$ cat config.mk
export PLATFORM = sky130hd
export DESIGN_NAME = ysyx_23060236_tlb
export DESIGN_NICKNAME = d
export VERILOG_FILES = /design/src/rtl/ysyx_23060236_tlb.sv
export SDC_FILE = /design/constraint.sdc
export NUM_CORES = 1
export LEC_CHECK = 0
export ABC_CLOCK_PERIOD_IN_PS = 4350
export BUFFER_PORTS_ARGS = -buffer_cell sky130_fd_sc_hd__buf_2
export CORE_UTILIZATION = 50
export DETAILED_ROUTE_END_ITERATION = 6
export PLACE_DENSITY = 0.67
export SETUP_SLACK_MARGIN = 0.4
export SLEW_MARGIN = 30
export SYNTH_ARGS = -nofsm -noshare
export SYNTH_HDL_FRONTEND = slang
export SYNTH_SLANG_ARGS = --single-unit
$ cat constraint.sdc
create_clock -name clock -period 4.35 [get_ports clock]
set_input_delay 0.87 -clock clock [delete_from_list [all_inputs] [get_ports clock]]
set_output_delay 0.87 -clock clock [all_outputs]
set_load 0.01 [all_outputs]
$ cat src/rtl/ysyx_23060236_tlb.sv
// ysyx_23060236_tlb: fully-associative VPN->PPN cache with in-place update, lowest-free fill
// and round-robin replacement once full; lookups see the table as it stood before the edge.
module ysyx_23060236_tlb #(
  parameter int ENTRIES = 8
) (
  input  logic        clock,
  input  logic        reset,
  input  logic        flush,
  input  logic        tlb_rvalid,
  input  logic [19:0] tlb_araddr,
  output logic        tlb_hit,
  output logic [19:0] tlb_rdata,
  input  logic        tlb_wvalid,
  input  logic [19:0] tlb_awaddr,
  input  logic [19:0] tlb_wdata
);
  localparam int IW = $clog2(ENTRIES);

  logic [ENTRIES-1:0] r_valid;
  logic [19:0]        r_vpn [ENTRIES];
  logic [19:0]        r_ppn [ENTRIES];
  logic [IW-1:0]      r_rp;

  logic          w_rhit;
  logic [19:0]   w_rppn;
  logic          w_whit;
  logic [IW-1:0] w_midx;
  logic [IW-1:0] w_fidx;
  logic          w_full;
  logic [IW-1:0] w_widx;

  // Tags are never duplicated, so OR-ing the matching PPNs yields the single hit.
  always_comb begin
    w_rhit = 1'b0;
    w_rppn = '0;
    for (int i = 0; i < ENTRIES; i++) begin
      w_rhit = w_rhit | (r_valid[i] && r_vpn[i] == tlb_araddr);
      w_rppn = w_rppn | ((r_valid[i] && r_vpn[i] == tlb_araddr) ? r_ppn[i] : 20'h0);
    end
  end

  // Scanning downward leaves the lowest matching / lowest free index.
  always_comb begin
    w_whit = 1'b0;
    w_midx = '0;
    w_fidx = '0;
    for (int i = ENTRIES - 1; i >= 0; i--) begin
      if (r_valid[i] && r_vpn[i] == tlb_awaddr) begin
        w_whit = 1'b1;
        w_midx = IW'(i);
      end
      if (!r_valid[i]) w_fidx = IW'(i);
    end
  end

  assign w_full = &r_valid;
  assign w_widx = w_whit ? w_midx : (w_full ? r_rp : w_fidx);

  always_ff @(posedge clock) begin
    if (reset || flush) begin
      r_valid   <= '0;
      r_rp      <= '0;
      tlb_hit   <= 1'b0;
      tlb_rdata <= '0;
    end else begin
      if (tlb_rvalid) begin
        tlb_hit   <= w_rhit;
        tlb_rdata <= w_rppn;
      end
      if (tlb_wvalid) begin
        r_valid[w_widx] <= 1'b1;
        if (!w_whit && w_full) r_rp <= r_rp + IW'(1);
      end
    end
  end

  // Tag/PPN storage has no reset: stale contents are masked by the valid bits.
  always_ff @(posedge clock) begin
    if (!reset && !flush && tlb_wvalid) begin
      r_vpn[w_widx] <= tlb_awaddr;
      r_ppn[w_widx] <= tlb_wdata;
    end
  end
endmodule

==> results.md <==
* Startpoint Class: primary input
* Adder-Cell Fraction of Synth Area at 0.000789
* VDD IR max at 400 uV
* Share of layout cells above drive strength 1 at 0.176
* Slew headroom at 0.511
* Synth area leaders: edfxtp_1, xnor2_1, xor2_1, dfxtp_1, nand4_1
* Clk_lat worst skew at 0.54 ns
* Fraction of the mapped netlist area in compound gates at 0.0572
* Synth cell types at 48
* Initial Util at 0.513
* # setup viols final at 0
* Register area share after synthesis at 0.646
* FFs w/ async S/R, synth at 0
* Status: finished, violations left
* Buffers on Ports at 85
* Worst-path fanout max at 20
* CP required at 4.55 ns
* Total gr overflow at 0
* Antenna viol nets, final at 0
* Sw Share at 0.219
* Post-CTS Setup Bufs at 0
* Cts repair resizes at 0
* Cell with the most instances after synthesis: edfxtp_1
* Vias in the first global route at 10,200
* FMAX at 292 MHz
* Simple-gate share of the synthesized area at 0.0927
* Root Driver: clkbuf_16
* Clock Sink Count at 352
* Logic gate share of total power at 0.061
* Failing checks: DRC
* Detailed-route vias per instance at 6.09
* Int Pwr at 0.00571 W
* H-tree levels at 2
* Clock buffer count from CTS at 37
* Final period utilization at 0.786
* Mux contribution to synthesized area at 0.000631
* FP Rows at 64
* Max cap viols at 0
* First-pass GRT wire length at 64,000 um
* Synthesized area per cell at 14.4 um2
* Pwr Density at 400 mW/mm2
* Post-synthesis register bit count at 352
* Most used DFF post-synth: edfxtp_1
* CTS tree: yes
* Filler cells at 2,444
* Crit Path Class: in -> reg
* Top post-synthesis cells by count: edfxtp_1, xnor2_1, xor2_1
* IO Pins at 86
* Reg area at 0.0102 mm2
* Part of the power in registers at 0.509
* Die area at 0.0324 mm2
* CTS Hold Bufs at 0
* Pin count of the biggest net entering global routing at 43
* Drt wl/cell at 26.1 um
* Footprint of the multi-input gates at 0.00535 mm2
* Core area at 0.0309 mm2
* Die width at 180 um
* Worst setup EP type: register
* Clock transition at path regs at 0.06 ns
* Setup TNS at 0 ns
* First-pass iteration count of the detailed router at 7
* Vias at 9,969
* Mapped Area at 0.0159 mm2
* Fin util at 0.591
* Drt initial violations at 1,154
* Buffer levels on the longest clock path at 3
* Slew Viols, Final at 0
* Clk pwr share at 0.430
* Syn nets at 1,170
* Main combinational cell family by area after synthesis: XOR/XNOR gates
* EDFF count, synth at 320
* Area grow syn2layout at 15.1%
* Slew @ Worst Pin at 0.733 ns
* Post-DP HPWL at 28,300 um
* DRC errors left at 2
* Final nets at 1,281
* Clock skew at 0.0169 ns
* Min-delay worst type: reg -> reg
* Final period demand of the worst path at 3.42 ns
* Sw Pwr at 0.00160 W
* Drt total wl at 42,800 um
* Overall Global Routing Usage at 0.267
* RSZ-0062 raised after global routing: no
* Ant. Diodes at 0
* Cell taking the most area after synthesis: edfxtp_1
* Final Hold Vio Count at 0
* Post-Syn Instances at 1,104
* Area fraction of the dominant cell type after synthesis at 0.606
* Leak at 5.88 nW
* Post-synthesis xor/xnor area fraction at 0.178
* Crit path arrival time at 3.61 ns
* YS warnings at 0
* Initial antenna violation count at 0
* Die Span Y at 180 um
* Routability cong. at 0.933
layer usage:
metal  vias to the layer above  wire length, um  global-route usage
met5                         -                0                   0
met4                         0             1410               0.100
met3                        84             3380              0.0515
met2                       441            19600               0.416
met1                      5048            18400               0.371
li1                       4396                -                   -
worst paths after layout:
path | from | end | slack [ns] | cells past startpoint
worst max-delay path | tlb_awaddr[14] | r_ppn[3][3] | 0.93 | 11
worst min-delay path | tlb_rdata[10] | tlb_rdata[10] | 0.52 | 2
worst max register to register | r_vpn[7][0] | r_ppn[3][3] | 1.15 | 10
worst min register to register | tlb_rdata[10] | tlb_rdata[10] | 0.52 | 2
cell families (layout without fill, tap and decap cells):
logic type | Yosys count | after routing
and+or+nand+nor | 233 | 233
xor gates and xnor gates | 322 | 322
buffers and inverters | 67 | 204
muxes | 1 | 1
AOI/OAI and AO/OA | 128 | 128
adders and majority gates | 1 | 1
DFF | 352 | 352
registers in the layout (all words and copies together), names as in the netlist:
name,count
r_rp,3
r_ppn,160
tlb_hit,1
r_valid,8
tlb_rdata,20
r_vpn,160
layout by cell type, fill, tap and decap left out, types with 3 or more instances in the layout:
cell type,Yosys,final
o21ai_0,25,25
xnor2_1,185,185
clkinv_2,0,5
nor4_4,2,10
nor4b_1,5,5
nor2_1,13,4
nand2_1,42,42
nor3_1,8,8
nor3b_1,3,3
and4_1,22,22
a21oi_1,19,19
xor2_1,137,137
nand4_1,53,53
o21ai_2,5,5
a31oi_1,3,3
buf_2,34,85
nor4_1,42,42
dfxtp_1,32,32
a22oi_1,39,39
edfxtp_1,320,320
clkinv_1,0,4
clkbuf_16,0,37
a222oi_1,20,20
and3_1,3,3
nor2_4,0,8
clkbuf_1,8,10
bufinv_16,0,4
buf_12,0,12
o21ai_1,3,3
nand3_1,17,17
buf_4,19,39
inv_1,3,3
metrics by stage:
step	setup slack, ns	hold WS, ns	total power (W)	std cells	area, um2
final	0.931	0.521	0.00730	1637	18300
after CTS	0.994	0.526	0.00735	1637	18300
after global placement	0.459	0.505	0.00423	1572	17100
after floorplan	-0.217	0.468	0.00404	1104	15900
after detailed placement	0.449	0.511	0.00423	1572	17100
after global routing	0.803	0.556	0.00751	1637	18300
critical path, stage by stage:
cell and delay [ns]:
buf_2 0.45, xnor2_1 0.21, nand3_1 0.11, nor4_1 0.31, nand4_1 0.28, a221oi_1 0.32
o21ai_0 0.18, and2_1 0.21, buf_4 0.19, nor2_4 0.12, buf_4 0.34
power by group through the flow:
stage	Combinational [W]	Sequential [W]	Clock (W)
floorplan	0.000245	0.00379	0
global route	0.000472	0.00372	0.00332
global placement	0.000439	0.00379	0
CTS	0.000442	0.00372	0.00318
finish	0.000446	0.00372	0.00314
detailed placement	0.000440	0.00379	0
layout make-up:
class                           count  area share
Clock inverter                     16      0.0110
Multi-Input combinational cell    685       0.293
Timing Repair Buffer              136      0.0525
Sequential cell                   352       0.561
Clock buffer                       49      0.0543
Tap cell                          396      0.0271
Inverter                            3    0.000617
Note: power is estimated with default switching activity, not from simulation.
